### config.mk
export PLATFORM = sky130hd
export DESIGN_NAME = vtg_pattern_gen
export DESIGN_NICKNAME = d
export VERILOG_FILES = /design/src/rtl/vtg_pkg.sv /design/src/rtl/vtg_pattern.sv /design/src/rtl/vtg_pattern_gen.sv
export SDC_FILE = /design/constraint.sdc
export NUM_CORES = 1
export LEC_CHECK = 0
export CORE_ASPECT_RATIO = 0.7
export CORE_UTILIZATION = 55
export DETAILED_ROUTE_END_ITERATION = 6
export PLACE_DENSITY = 0.82
export REMOVE_ABC_BUFFERS = 1
export SYNTH_ARGS = -nofsm -noshare
export SYNTH_HDL_FRONTEND = slang
export SYNTH_SLANG_ARGS = --single-unit
### constraint.sdc
create_clock -name pixel_clk -period 3.92 [get_ports pixel_clk]
set_input_delay 0.392 -clock pixel_clk [delete_from_list [all_inputs] [get_ports pixel_clk]]
set_output_delay 0.392 -clock pixel_clk [all_outputs]
set_load 0.02 [all_outputs]
### src/rtl/vtg_pkg.sv
// rtl/vtg_pkg.sv - shared mode encoding and colour-bar constants for the video timing generator
// Holds the pattern mode enum, the eight 24-bit bar colours (8 bits per
// component, rescaled to COLOR_W where they are used) and a bar lookup helper.
package vtg_pkg;

    typedef enum logic [1:0] {
        MODE_SOLID    = 2'd0,
        MODE_BARS     = 2'd1,
        MODE_GRADIENT = 2'd2,
        MODE_CHECKER  = 2'd3
    } vtg_mode_e;

    localparam logic [23:0] BAR_WHITE   = 24'hFF_FF_FF;
    localparam logic [23:0] BAR_YELLOW  = 24'hFF_FF_00;
    localparam logic [23:0] BAR_CYAN    = 24'h00_FF_FF;
    localparam logic [23:0] BAR_GREEN   = 24'h00_FF_00;
    localparam logic [23:0] BAR_MAGENTA = 24'hFF_00_FF;
    localparam logic [23:0] BAR_RED     = 24'hFF_00_00;
    localparam logic [23:0] BAR_BLUE    = 24'h00_00_FF;
    localparam logic [23:0] BAR_BLACK   = 24'h00_00_00;

    // Bar 0 is the leftmost bar.
    function automatic logic [23:0] bar_color(input logic [2:0] idx);
        logic [23:0] c;
        case (idx)
            3'd0:    c = BAR_WHITE;
            3'd1:    c = BAR_YELLOW;
            3'd2:    c = BAR_CYAN;
            3'd3:    c = BAR_GREEN;
            3'd4:    c = BAR_MAGENTA;
            3'd5:    c = BAR_RED;
            3'd6:    c = BAR_BLUE;
            default: c = BAR_BLACK;
        endcase
        return c;
    endfunction

endpackage

### src/rtl/vtg_pattern.sv
// rtl/vtg_pattern.sv - combinational test-pattern colour selection from the raster position
// Ports: h_cnt/v_cnt raster position, mode pattern select (already frame-sampled),
// solid_rgb colour for solid mode, rgb selected pixel colour {R,G,B}.
// Optional VTG_BORDER_EN: forces the outermost active rows/columns to white.
module vtg_pattern
    import vtg_pkg::*;
#(
    parameter int H_ACTIVE = 1280,
    parameter int V_ACTIVE = 720,
    parameter int COLOR_W  = 8,
    parameter int HW       = 11,
    parameter int VW       = 10
) (
    input  logic [HW-1:0]        h_cnt,
    input  logic [VW-1:0]        v_cnt,
    input  logic [1:0]           mode,
    input  logic [3*COLOR_W-1:0] solid_rgb,
    output logic [3*COLOR_W-1:0] rgb
);

    localparam int BAR_W = H_ACTIVE / 8;

    int          h_int;
    int          v_int;
    logic [2:0]  bar_idx;
    logic [23:0] pat24;

    assign h_int = int'(h_cnt);
    assign v_int = int'(v_cnt);

    // Left-align an 8-bit component into COLOR_W bits: pads LSBs with zeros
    // for wide components, drops LSBs for narrow ones.
    function automatic logic [COLOR_W-1:0] scale8(input logic [7:0] c);
        return COLOR_W'({c, 4'h0} >> (12 - COLOR_W));
    endfunction

    always_comb begin
        // Pixels past the eighth bar boundary stay on the last (black) bar.
        bar_idx = 3'd0;
        for (int i = 1; i < 8; i++) begin
            if (h_int >= i * BAR_W) begin
                bar_idx = 3'(i);
            end
        end

        case (vtg_mode_e'(mode))
            MODE_BARS:     pat24 = bar_color(bar_idx);
            MODE_GRADIENT: pat24 = {3{8'(h_int)}};
            MODE_CHECKER:  pat24 = (((h_int ^ v_int) & 32) != 0) ? 24'hFF_FF_FF : 24'h0;
            default:       pat24 = 24'h0;
        endcase

        if (vtg_mode_e'(mode) == MODE_SOLID) begin
            rgb = solid_rgb;
        end else begin
            rgb = {scale8(pat24[23:16]), scale8(pat24[15:8]), scale8(pat24[7:0])};
        end

`ifdef VTG_BORDER_EN
        if (h_int == 0 || h_int == H_ACTIVE - 1 || v_int == 0 || v_int == V_ACTIVE - 1) begin
            rgb = '1;
        end
`endif
    end

endmodule

### src/rtl/vtg_pattern_gen.sv
// rtl/vtg_pattern_gen.sv - video timing generator with built-in test patterns
// Ports: pixel_clk, sys_rst_n (async active-low), pll_locked (async lock input),
// mode (0 solid, 1 bars, 2 gradient, 3 checker), solid_rgb; outputs rgb {R,G,B},
// hs, vs, de and frame_start, all registered one cycle after the raster counters.
// Optional macro VTG_BORDER_EN (in vtg_pattern) adds a white border overlay.
module vtg_pattern_gen
    import vtg_pkg::*;
#(
    parameter int H_ACTIVE = 1280,
    parameter int H_FP     = 110,
    parameter int H_SYNC   = 40,
    parameter int H_BP     = 220,
    parameter int V_ACTIVE = 720,
    parameter int V_FP     = 5,
    parameter int V_SYNC   = 5,
    parameter int V_BP     = 20,
    parameter bit HS_POL   = 1'b1,
    parameter bit VS_POL   = 1'b1,
    parameter int COLOR_W  = 8
) (
    input  logic                 pixel_clk,
    input  logic                 sys_rst_n,
    input  logic                 pll_locked,
    input  logic [1:0]           mode,
    input  logic [3*COLOR_W-1:0] solid_rgb,
    output logic [3*COLOR_W-1:0] rgb,
    output logic                 hs,
    output logic                 vs,
    output logic                 de,
    output logic                 frame_start
);

    localparam int H_TOTAL  = H_ACTIVE + H_FP + H_SYNC + H_BP;
    localparam int V_TOTAL  = V_ACTIVE + V_FP + V_SYNC + V_BP;
    localparam int HW       = $clog2(H_TOTAL);
    localparam int VW       = $clog2(V_TOTAL);
    localparam int HS_START = H_ACTIVE + H_FP;
    localparam int HS_END   = HS_START + H_SYNC;
    localparam int VS_START = V_ACTIVE + V_FP;
    localparam int VS_END   = VS_START + V_SYNC;

    logic                 lock_meta;
    logic                 lock_sync;
    logic                 display_en;
    logic [HW-1:0]        h_cnt;
    logic [VW-1:0]        v_cnt;
    logic [1:0]           mode_q;
    logic [3*COLOR_W-1:0] solid_q;

    logic                 at_origin;
    logic                 active;
    logic                 hs_on;
    logic                 vs_on;
    logic [1:0]           mode_use;
    logic [3*COLOR_W-1:0] solid_use;
    logic [3*COLOR_W-1:0] pat_rgb;

    assign at_origin = (h_cnt == '0) && (v_cnt == '0);
    assign active    = (int'(h_cnt) < H_ACTIVE) && (int'(v_cnt) < V_ACTIVE);
    assign hs_on     = (int'(h_cnt) >= HS_START) && (int'(h_cnt) < HS_END);
    assign vs_on     = (int'(v_cnt) >= VS_START) && (int'(v_cnt) < VS_END);

    // The first pixel of a frame already uses the freshly sampled selection,
    // so a whole frame is always rendered with one mode and one colour.
    assign mode_use  = at_origin ? mode : mode_q;
    assign solid_use = at_origin ? solid_rgb : solid_q;

    vtg_pattern #(
        .H_ACTIVE (H_ACTIVE),
        .V_ACTIVE (V_ACTIVE),
        .COLOR_W  (COLOR_W),
        .HW       (HW),
        .VW       (VW)
    ) u_pattern (
        .h_cnt     (h_cnt),
        .v_cnt     (v_cnt),
        .mode      (mode_use),
        .solid_rgb (solid_use),
        .rgb       (pat_rgb)
    );

    always_ff @(posedge pixel_clk or negedge sys_rst_n) begin
        if (!sys_rst_n) begin
            lock_meta   <= 1'b0;
            lock_sync   <= 1'b0;
            display_en  <= 1'b0;
            h_cnt       <= '0;
            v_cnt       <= '0;
            mode_q      <= 2'd0;
            solid_q     <= '0;
            rgb         <= '0;
            de          <= 1'b0;
            frame_start <= 1'b0;
            hs          <= ~HS_POL;
            vs          <= ~VS_POL;
        end else begin
            lock_meta  <= pll_locked;
            lock_sync  <= lock_meta;
            display_en <= lock_sync;

            // Holding the counters at zero while disabled guarantees every
            // relock restarts at the top-left of a fresh frame.
            if (!display_en) begin
                h_cnt <= '0;
                v_cnt <= '0;
            end else if (int'(h_cnt) == H_TOTAL - 1) begin
                h_cnt <= '0;
                if (int'(v_cnt) == V_TOTAL - 1) begin
                    v_cnt <= '0;
                end else begin
                    v_cnt <= v_cnt + VW'(1);
                end
            end else begin
                h_cnt <= h_cnt + HW'(1);
            end

            if (at_origin) begin
                mode_q  <= mode;
                solid_q <= solid_rgb;
            end

            if (display_en) begin
                de          <= active;
                rgb         <= active ? pat_rgb : '0;
                hs          <= hs_on ? HS_POL : ~HS_POL;
                vs          <= vs_on ? VS_POL : ~VS_POL;
                frame_start <= at_origin;
            end else begin
                de          <= 1'b0;
                rgb         <= '0;
                hs          <= ~HS_POL;
                vs          <= ~VS_POL;
                frame_start <= 1'b0;
            end
        end
    end

endmodule

Yosys cells after proc, flatten, opt, wreduce, memory -nomap -nowiden
Index checks and enable logic that the tools add are counted.
{ "totals": {"output_inout_bits": 28, "regBits": 78, "elab_cells": 74} }
{ "classes": {"magnitude_cmp": 13, "n_bitwise": 1, "reduce_logical": 8, "muxes": 26, "addsub": 2, "eq_ne": 12} }
{ "ops": {"columns": ["operator", "count"], "rows": [
  ["$pmux W24 S7", 1],
  ["$mux W24", 5],
  ["$pmux W24 S3", 1],
  ["$ge A11 B10 Y1 const B", 3],
  ["$mux W10", 3],
  ["$ge A11 B11 Y1 const B", 2],
  ["$ge A11 B9 Y1 const B", 2],
  ["$lt A11 B11 Y1 const B", 2],
  ["$mux W11", 2],
  ["$lt A10 B10 Y1 const B", 2],
  ["$mux W3", 6],
  ["$add A11 B1 Y11 const B", 1],
  ["$eq A11 B10 Y1 const B", 1],
  ["$ge A11 B8 Y1 const B", 1],
  ["$logic_not A11 Y1", 1],
  ["$add A10 B1 Y10 const B", 1],
  ["$eq A10 B10 Y1 const B", 1],
  ["$ge A10 B10 Y1 const B", 1],
  ["$logic_not A10 Y1", 1],
  ["$eq A3 B3 Y1 const B", 3],
  ["$mux W1", 7],
  ["$eq A3 B2 Y1 const B", 2],
  ["$xor A6 B6 Y6", 1],
  ["$eq A2 B2 Y1 const B", 2],
  ["other kinds (7)", 10]
]} }

Longest topological paths before layout
Gate-level depths: netlist (run 1).
{ "depth": {"ltp_word": 14, "depth_mapped": 11} }

Modules after synthesis
Synthesis (run 1) repeated with hierarchy kept, for this count alone.
{ "unflattened": {"hier_cells": 371, "hier_area_um2": 3927.5} }
{ "by_module_without_submodules": {"columns": ["module", "cells_per_inst", "instances", "seq_area_each_um2", "area_each_um2"], "rows": [
  ["vtg_pattern_gen", 262, 1, 1951.9, 3230.6],
  ["vtg_pattern", 109, 1, 0.0, 696.9]
]} }

Worst setup path after synthesis (run 1)
Ideal clock, no wire load.
{ "synth_path": {"path_kind": "register to register", "start": "reg v_cnt[1]", "end": "reg rgb[6]", "stages_incl_launch_ff": 12, "n_path_buf": 3, "required_ns": 3.766, "slack_ns": 1.451, "arrival_ns": 2.314, "setup_time_ns": 0.154, "cell_sequence": "dfrtp_1 -> inv_1 -> ha_1 -> nor4b_1 -> nand3_1 -> or4_1 -> buf_6 -> nor3_4 -> or2_1 -> buf_6 -> buf_8 -> a221oi_1"} }
{ "synth_between": {"elab_chain_len": 8, "elab_cells_between_ends": 14} }
{ "synth_rtl": {"columns": ["item", "line", "source"], "rows": [
  ["start, declared", "vtg_pattern_gen.sv:46", "logic [VW-1:0] v_cnt;"],
  ["start signal, assigned", "vtg_pattern_gen.sv:111", "v_cnt <= v_cnt + VW'(1);"],
  ["$logic_not A10 Y1", "vtg_pattern_gen.sv:58", "assign at_origin = (h_cnt == '0) && (v_cnt == '0);"],
  ["$logic_and A1 B1 Y1", "vtg_pattern_gen.sv:58", null],
  ["$mux W2", null, null],
  ["$eq A2 B2 Y1 / $eq A2 B1 Y1 (equally long branches)", "vtg_pattern.sv:46", "case (vtg_mode_e'(mode))"],
  ["$pmux W24 S3", "vtg_pattern.sv:46", null],
  ["$mux W24", "vtg_pattern.sv:53", "if (vtg_mode_e'(mode) == MODE_SOLID) begin"],
  ["$mux W24 (*)", "vtg_pattern_gen.sv:124", "rgb <= active ? pat_rgb : '0;"],
  ["$mux W24 (*)", "vtg_pattern_gen.sv:122", "if (display_en) begin"],
  ["end signal, assigned", "vtg_pattern_gen.sv:124", null],
  ["end, declared", "vtg_pattern_gen.sv:26", "output logic [3*COLOR_W-1:0] rgb,"]
]} }
Every way passes the cells marked *; elsewhere a longest branch is shown, timed or not.
A chain may end at the register's enable or synchronous reset.

Worst setup path after layout (run 1)
{ "layout_path": {"start": "reg v_cnt[1]", "end": "reg rgb[19]"} }
Same word-level chain as after synthesis.

==> impl_metrics.py, run 1 <==
metrics = {
    "finish": {
        "multi_input_area_um2": 1470,
        "drive_gt1_share_pct": 6.784,
        "syn2layout_area_growth_pct": 21.24,
        "seq_area_um2": 1952,
        "final_core_util_pct": 70.12,
        "fin_cells": 489,
        "n_fill_cell": 479,
        "final_area_um2": 4443,
        "nets": 431,
        "diodes": 0,
    },
    "clock_tree": {
        "cts-root-buf": "clkbuf_8",
        "post_cts_buffers": 0,
        "path_clk_slew_ns": 0.07,
        "post_cts_resized": 0,
        "cts_buffers": 9,
        "clockBufferDepth": 2,
        "h-tree-depth": 3,
        "cts_sinks": 78,
        "cts_tree": "built",
        "clk_latency_ns": 0.34,
        "cts_hold_buffers": 0,
    },
    "floorplan": {
        "die_area_um2": 6999,
        "design.core.area_um2": 6336,
        "fp.dieW_um": 99.57,
        "initial_utilization_pct": 57.84,
        "ios": 57,
        "rows": 24,
        "die_h_um": 70.30,
    },
    "timing": {
        "max_freq_mhz": 306.5,
        "drv_slew": 0,
        "finalCritPeriodShare_pct": 83.24,
        "setup_violations": 0,
        "slew_headroom_pct": 30.15,
        "fin_skew_ns": 0.007053,
        "report.final.hold_viol_count": 0,
        "setup_tns_ns": 0,
        "rsz0062_at_grt": "no",
        "tightestPinTransition_ns": 1.045,
        "layout_min_cycle_time_ns": 3.263,
    },
    "critical_path": {
        "critPathLaunchType": "register",
        "path_max_fanout": 24,
        "setup.worst_path.class": "reg2reg",
        "endpoint_kind": "register",
        "worst-endpoint-arrival_ns": 3.42,
        "worstPathRequired_ns": 4.08,
    },
    "grt": {
        "overflow": 0,
        "grt_max_degree": 79,
        "grtUsageTotal_pct": 25.47,
        "grt_antenna_before_repair": 0,
        "grt_pass1_vias": 2655,
        "grt_pass1_wl_um": 13540,
    },
    "drt": {
        "totalWireLength_um": 8135,
        "vias_per_cell": 5.838,
        "via_count": 2855,
        "wl_per_cell_um": 16.64,
        "ant_nets": 0,
        "dr.pass1.iters": 5,
        "drc": 0,
        "drt_iter0_drc": 244,
    },
    "pwr": {
        "cellLeakagePower_nw": 2.011,
        "vdd_drop_max_v": 0.0002637,
        "powerDensity_nw_per_um2": 464.5,
    },
    "synth": {
        "ys.flop_type": "dfrtp_1",
        "yosysUniqueCellTypes": 42,
        "synth_cells": 346,
        "ys_warn_count": 0,
        "synth-xor-area-share_pct": 2.390,
        "syn_area_per_cell_um2": 10.59,
        "synth_mux_area_share_pct": 7.682,
        "synthAdderAreaFrac_pct": 2.390,
        "yosysSeqAreaShare_pct": 53.26,
        "synth_seq_cells": 78,
        "post_synth_and_or_nand_nor_area_fraction_pct": 14.24,
        "synth_top_family_by_area": "simple AND/OR/NAND/NOR gates",
        "synth_edf_count": 0,
        "synth_compound_area_share_pct": 13.38,
        "ys_async_sr_fraction_pct": 100.0,
        "synth_area_um2": 3665,
    },
    "worst_hold_path": {
        "hold_path.class": "in2async",
    },
    "place": {
        "hpwl_um": 5618,
        "gp_congestion": 0.8655,
        "dp.cells": 475,
        "place_area_um2": 4233,
        "numPortBuffers": 56,
    },
    "status": {
        "status": "completed",
    },
    "flow_run": {
        "cap_violations": 0,
    },
}
[registers in the layout, summed over array words and instances (netlist names)]
register and count:
rgb 24, solid_q 24, h_cnt 11, v_cnt 10, mode_q 2, de 1, display_en 1, frame_start 1
hs 1, lock_meta 1, lock_sync 1, vs 1
[stage by stage]
step / hold WS, ns / total power [W] / setup WS [ns]
3_5_place_dp: 0.3395 / 0.001442 / 0.7118
3_3_place_gp: 0.3324 / 0.001422 / 0.8570
2_1_floorplan: 0.09641 / 0.001225 / 0.5702
4_1_cts: 0.2264 / 0.002080 / 0.6926
5_1_grt: 0.2714 / 0.002160 / 0.3971
6_report: 0.1711 / 0.002064 / 0.6571
[synth_stat cells, drive strengths merged, types with 4 or more instances]
master  count  area share [%]
xnor2       5             1.2
nor3        5            0.99
xor2        5             1.2
dfrtp      78              53
or2         7             1.2
a31oi       9             1.5
nand2      21             2.2
ha          7             2.4
a221oi     25             6.0
nor2       24             2.5
o31ai       4            0.82
nand2b      6             1.0
buf         7             1.9
and3        4            0.68
clkbuf     13             1.3
nand3       9             1.2
inv        33             3.4
o21ai      22             3.0
mux2i      27             7.4
a21oi       4            0.55
[critical path, stage by stage (launching register included)]
cell	delay (ns)
dfrtp_1	0.40
inv_1	0.15
ha_1	0.16
nor4b_1	0.22
nand3_1	0.16
or4_2	0.73
nor3_4	0.30
or2_1	0.73
a221oi_1	0.24
[metal layers]
layer	routed length, µm	track usage [%]	part of all wire, %	vias to the layer above
met3	578	5.806	7.1	12
met5	0	0	0	-
met1	3720	38.39	46	1402
li1	-	-	-	1320
met4	96	7.190	1.2	0
met2	3740	36.96	46	121
[area by class of cell]
| class | count | share of cell area, % |
|---|---|---|
| inverters | 33 | 2.788 |
| repair buffers | 58 | 12.90 |
| well taps | 91 | 2.563 |
| multi-input cells | 215 | 33.09 |
| clock buffers | 10 | 3.098 |
| clock inverters | 4 | 1.633 |
| flip-flops and latches | 78 | 43.93 |
[where the power goes]
part | switching (W) | total [W] | internal (W) | leakage [nW]
clock | 0.000269 | 0.000637 | 0.000368 | 0.104
sequential | 0.0000423 | 0.000951 | 0.000908 | 0.995
combinational | 0.000271 | 0.000476 | 0.000206 | 0.911
total | 0.000582 | 0.00206 | 0.00148 | 2.01
[final timing paths]
path / from / end / slack, ns / cells past startpoint
max in group asynchronous: sys_rst_n / lock_meta / 3.13 / 1
worst max-delay path: v_cnt[1] / rgb[19] / 0.66 / 8
worst min register to register: lock_meta / lock_sync / 0.35 / 0
worst max register to register: v_cnt[1] / rgb[19] / 0.66 / 8
worst min-delay path: sys_rst_n / solid_q[10] / 0.17 / 1
min in group pixel_clk: lock_meta / lock_sync / 0.35 / 0
[placed cells by master, fill, tap and decap left out, drive strengths merged, types with 2 or more instances in the layout]
master,netlist,final
a21o,3,3
and2,2,2
buf,7,3
nand3b,3,3
xor2,5,5
clkdlybuf4s50,0,55
nand3,9,9
nand2,21,21
nand2b,6,6
or2,7,7
nor3,5,5
nor2b,3,3
clkbuf,13,10
or3,2,2
inv,33,33
a221oi,25,25
nand4,2,2
ha,7,7
o21ai,22,22
dfrtp,78,78
and3,4,4
o31ai,4,4
or4,3,3
nand4b,2,2
nor4,3,3
xnor2,5,5
bufinv,0,2
a21oi,4,4
nor2,24,24
a31oi,9,9
mux2i,27,27
nor3b,2,2
[kinds of logic (layout without fill, tap and decap cells)]
| logic type | Yosys count | in the layout |
|---|---|---|
| multiplexers | 28 | 28 |
| flip-flops | 78 | 78 |
| buffers and inverters | 53 | 105 |
| XOR/XNOR | 10 | 10 |
| AND/OR/NAND/NOR | 99 | 99 |
| adder cells (fa/ha/maj) | 7 | 7 |
| AO/OA/AOI/OAI | 71 | 71 |
No activity file was read; power rests on OpenSTA's default activity.
==> inputs of run 2 (changes only) <==
--- a/config.mk
+++ b/config.mk
@@ -6,9 +6,9 @@
 export NUM_CORES = 1
 export LEC_CHECK = 0
 export CORE_ASPECT_RATIO = 0.7
-export CORE_UTILIZATION = 55
+export CORE_UTILIZATION = 54
 export DETAILED_ROUTE_END_ITERATION = 6
-export PLACE_DENSITY = 0.82
+export PLACE_DENSITY = 0.81
 export REMOVE_ABC_BUFFERS = 1
 export SYNTH_ARGS = -nofsm -noshare
 export SYNTH_HDL_FRONTEND = slang
==> constraint.sdc (replaced) <==
create_clock -name pixel_clk -period 3.2 [get_ports pixel_clk]
set_input_delay 0.32 -clock pixel_clk [delete_from_list [all_inputs] [get_ports pixel_clk]]
set_output_delay 0.32 -clock pixel_clk [all_outputs]
set_load 0.02 [all_outputs]
==> run 2 against run 1 <==
Non-clock buffer count up 5. Maximum frequency grew 10%. Register-to-register slack got worse by 0.42 ns. Sequential share of layout area shrank 0.36 points. Via count rose by 0.49%. Flip-flop and latch count is the same. Critical path depth up 1. Die area rose by 1.8%. Worst setup slack worse by 0.42 ns. Global-route usage is 0.23 points higher. Core utilization decreased by 0.091 points. Largest cell class unchanged. Largest power group unchanged. Highest routed layer unchanged.
==> impl_metrics.py, run 2 (synthesis results as in run 1) <==
metrics = {
    "status": {
        "status": "completed",
    },
    "place": {
        "hpwl_um": 5812,
        "place_area_um2": 4270,
        "numPortBuffers": 56,
        "gp_congestion": 0.9230,
    },
    "grt": {
        "grt_pass1_vias": 2740,
        "grtUsageTotal_pct": 25.70,
        "overflow": 0,
        "grt_pass1_wl_um": 13800,
        "grt_max_degree": 79,
        "grt_antenna_before_repair": 0,
    },
    "clock_tree": {
        "cts_hold_buffers": 0,
        "post_cts_resized": 0,
        "cts_buffers": 9,
        "post_cts_buffers": 0,
        "cts-root-buf": "clkbuf_8",
        "h-tree-depth": 3,
        "cts_sinks": 78,
        "clk_latency_ns": 0.35,
        "cts_tree": "built",
        "path_clk_slew_ns": 0.08,
        "clockBufferDepth": 2,
    },
    "critical_path": {
        "cp.buffers_inverters": 2,
        "critPathLaunchType": "register",
        "crit_chain": "inv_1, ha_1, nor4b_1, nand3_1, or4_2, nor3_4, or2_1, buf_4, a221oi_1",
        "slowest_stage": "or4_2",
        "worst-endpoint-arrival_ns": 3.14,
        "worstSetupStartpoint": "v_cnt[1]",
        "r2r-end": "rgb[0]",
        "crit_family": "simple AND/OR/NAND/NOR gates",
        "r2r-start": "v_cnt[1]",
        "cp.depth": 9,
        "path_max_fanout": 24,
        "rr_worst_depth": 9,
        "setup.worst_path.class": "reg2reg",
        "critPathMaxStageDelay_ns": 0.80,
        "endpoint_kind": "register",
        "worstPathRequired_ns": 3.39,
        "regToRegSetupSlack_ns": 0.24,
    },
    "timing": {
        "layout_min_cycle_time_ns": 2.958,
        "max_freq_mhz": 338.0,
        "fin_skew_ns": 0.007733,
        "report.final.hold_viol_count": 0,
        "setup_violations": 0,
        "slew_headroom_pct": 36.00,
        "drv_slew": 0,
        "hold_ws_ns": 0.08492,
        "tightestPinTransition_ns": 0.9599,
        "finalCritPeriodShare_pct": 92.45,
        "rsz0062_at_grt": "no",
    },
    "pwr": {
        "vdd_drop_max_v": 0.0004171,
        "cellLeakagePower_nw": 2.041,
        "powerDensity_nw_per_um2": 560.4,
    },
    "floorplan": {
        "fp.dieW_um": 100.5,
        "die_area_um2": 7125,
        "design.core.area_um2": 6396,
        "die_h_um": 70.93,
        "ios": 57,
        "rows": 24,
        "initial_utilization_pct": 57.30,
    },
    "finish": {
        "final_area_um2": 4479,
        "diodes": 0,
        "drive_gt1_share_pct": 8.395,
        "nets": 436,
        "largest_registers": "rgb (24), solid_q (24), h_cnt (11)",
        "syn2layout_area_growth_pct": 22.23,
        "mostFrequentLayoutCells": "dfrtp_1, clkdlybuf4s50_1, inv_1, mux2i_1, a221oi_1",
        "layout.cells.most_common": "dfrtp_1",
    },
    "drt": {
        "wl_per_cell_um": 16.59,
        "dr.pass1.iters": 5,
        "drc": 0,
        "drt_iter0_drc": 304,
        "ant_nets": 0,
        "via_count": 2869,
        "totalWireLength_um": 8231,
        "vias_per_cell": 5.784,
    },
    "flow_run": {
        "cap_violations": 0,
    },
    "worst_hold_path": {
        "hold_path.class": "in2async",
    },
}
## run 2: changes by cell type in the layout (fill, tap and decap cells not counted)
| cell | delta |
|---|---|
| clkinvlp_4 | -1 |
| bufinv_16 | -1 |
| clkinv_2 | +1 |
| buf_4 | +5 |
| clkinv_4 | +2 |
| clkbuf_8 | +1 |
## run 2: worst register-to-register path, stage by stage (launching register included)
cell and delay [ns]:
dfrtp_1 0.40, inv_1 0.14, ha_1 0.18, nor4b_1 0.22, nand3_1 0.16, or4_2 0.80, nor3_4 0.32, or2_1 0.15
buf_4 0.26, a221oi_1 0.16
## run 2: area by class of cell
class / count / area (µm²)
Sequential cell: 78 / 1952
Fill cell: 476 / 1917
Multi-Input combinational cell: 215 / 1470
Timing Repair Buffer: 63 / 610.6
Clock buffer: 11 / 151.4
Inverter: 33 / 123.9
Tap cell: 91 / 113.9
Clock inverter: 5 / 57.56
## run 2: metal layers
metal / wire, µm / vias up / GRT usage, %
li1: - / 1331 / -
met5: 0 / - / 0
met1: 3878 / 1405 / 38.57
met3: 545 / 19 / 6.324
met4: 134 / 0 / 7.407
met2: 3671 / 114 / 37.29
## run 2: worst max-delay path by stage
stage	to	slack [ns]
after floorplan	rgb[0]	-0.15
after global placement	rgb[6]	0.43
after detailed placement	rgb[0]	0.29
after CTS	rgb[1]	0.26
after global routing	rgb[0]	0.06
final	rgb[0]	0.24
## run 2: metrics by stage
stage               instances  util [%]  setup TNS [ns]  power (W)  worst slack, ns
floorplan                 326         -          -3.539   0.001501          -0.1498
global placement          480     66.76               0   0.001748           0.4306
detailed placement        480     66.76               0   0.001772           0.2898
CTS                       496     70.03               0   0.002534           0.2574
global route              496     70.03               0   0.002632          0.05788
finish                    496     70.03               0   0.002510           0.2415
## run 2: power by group
| group | internal (W) | switching [W] | leakage [nW] | total [W] |
|---|---|---|---|---|
| clock network | 0.000403 | 0.000355 | 0.109 | 0.000758 |
| logic | 0.000259 | 0.000332 | 0.936 | 0.000591 |
| registers | 0.00111 | 0.0000497 | 0.995 | 0.00116 |
| total | 0.00177 | 0.000737 | 2.04 | 0.00251 |
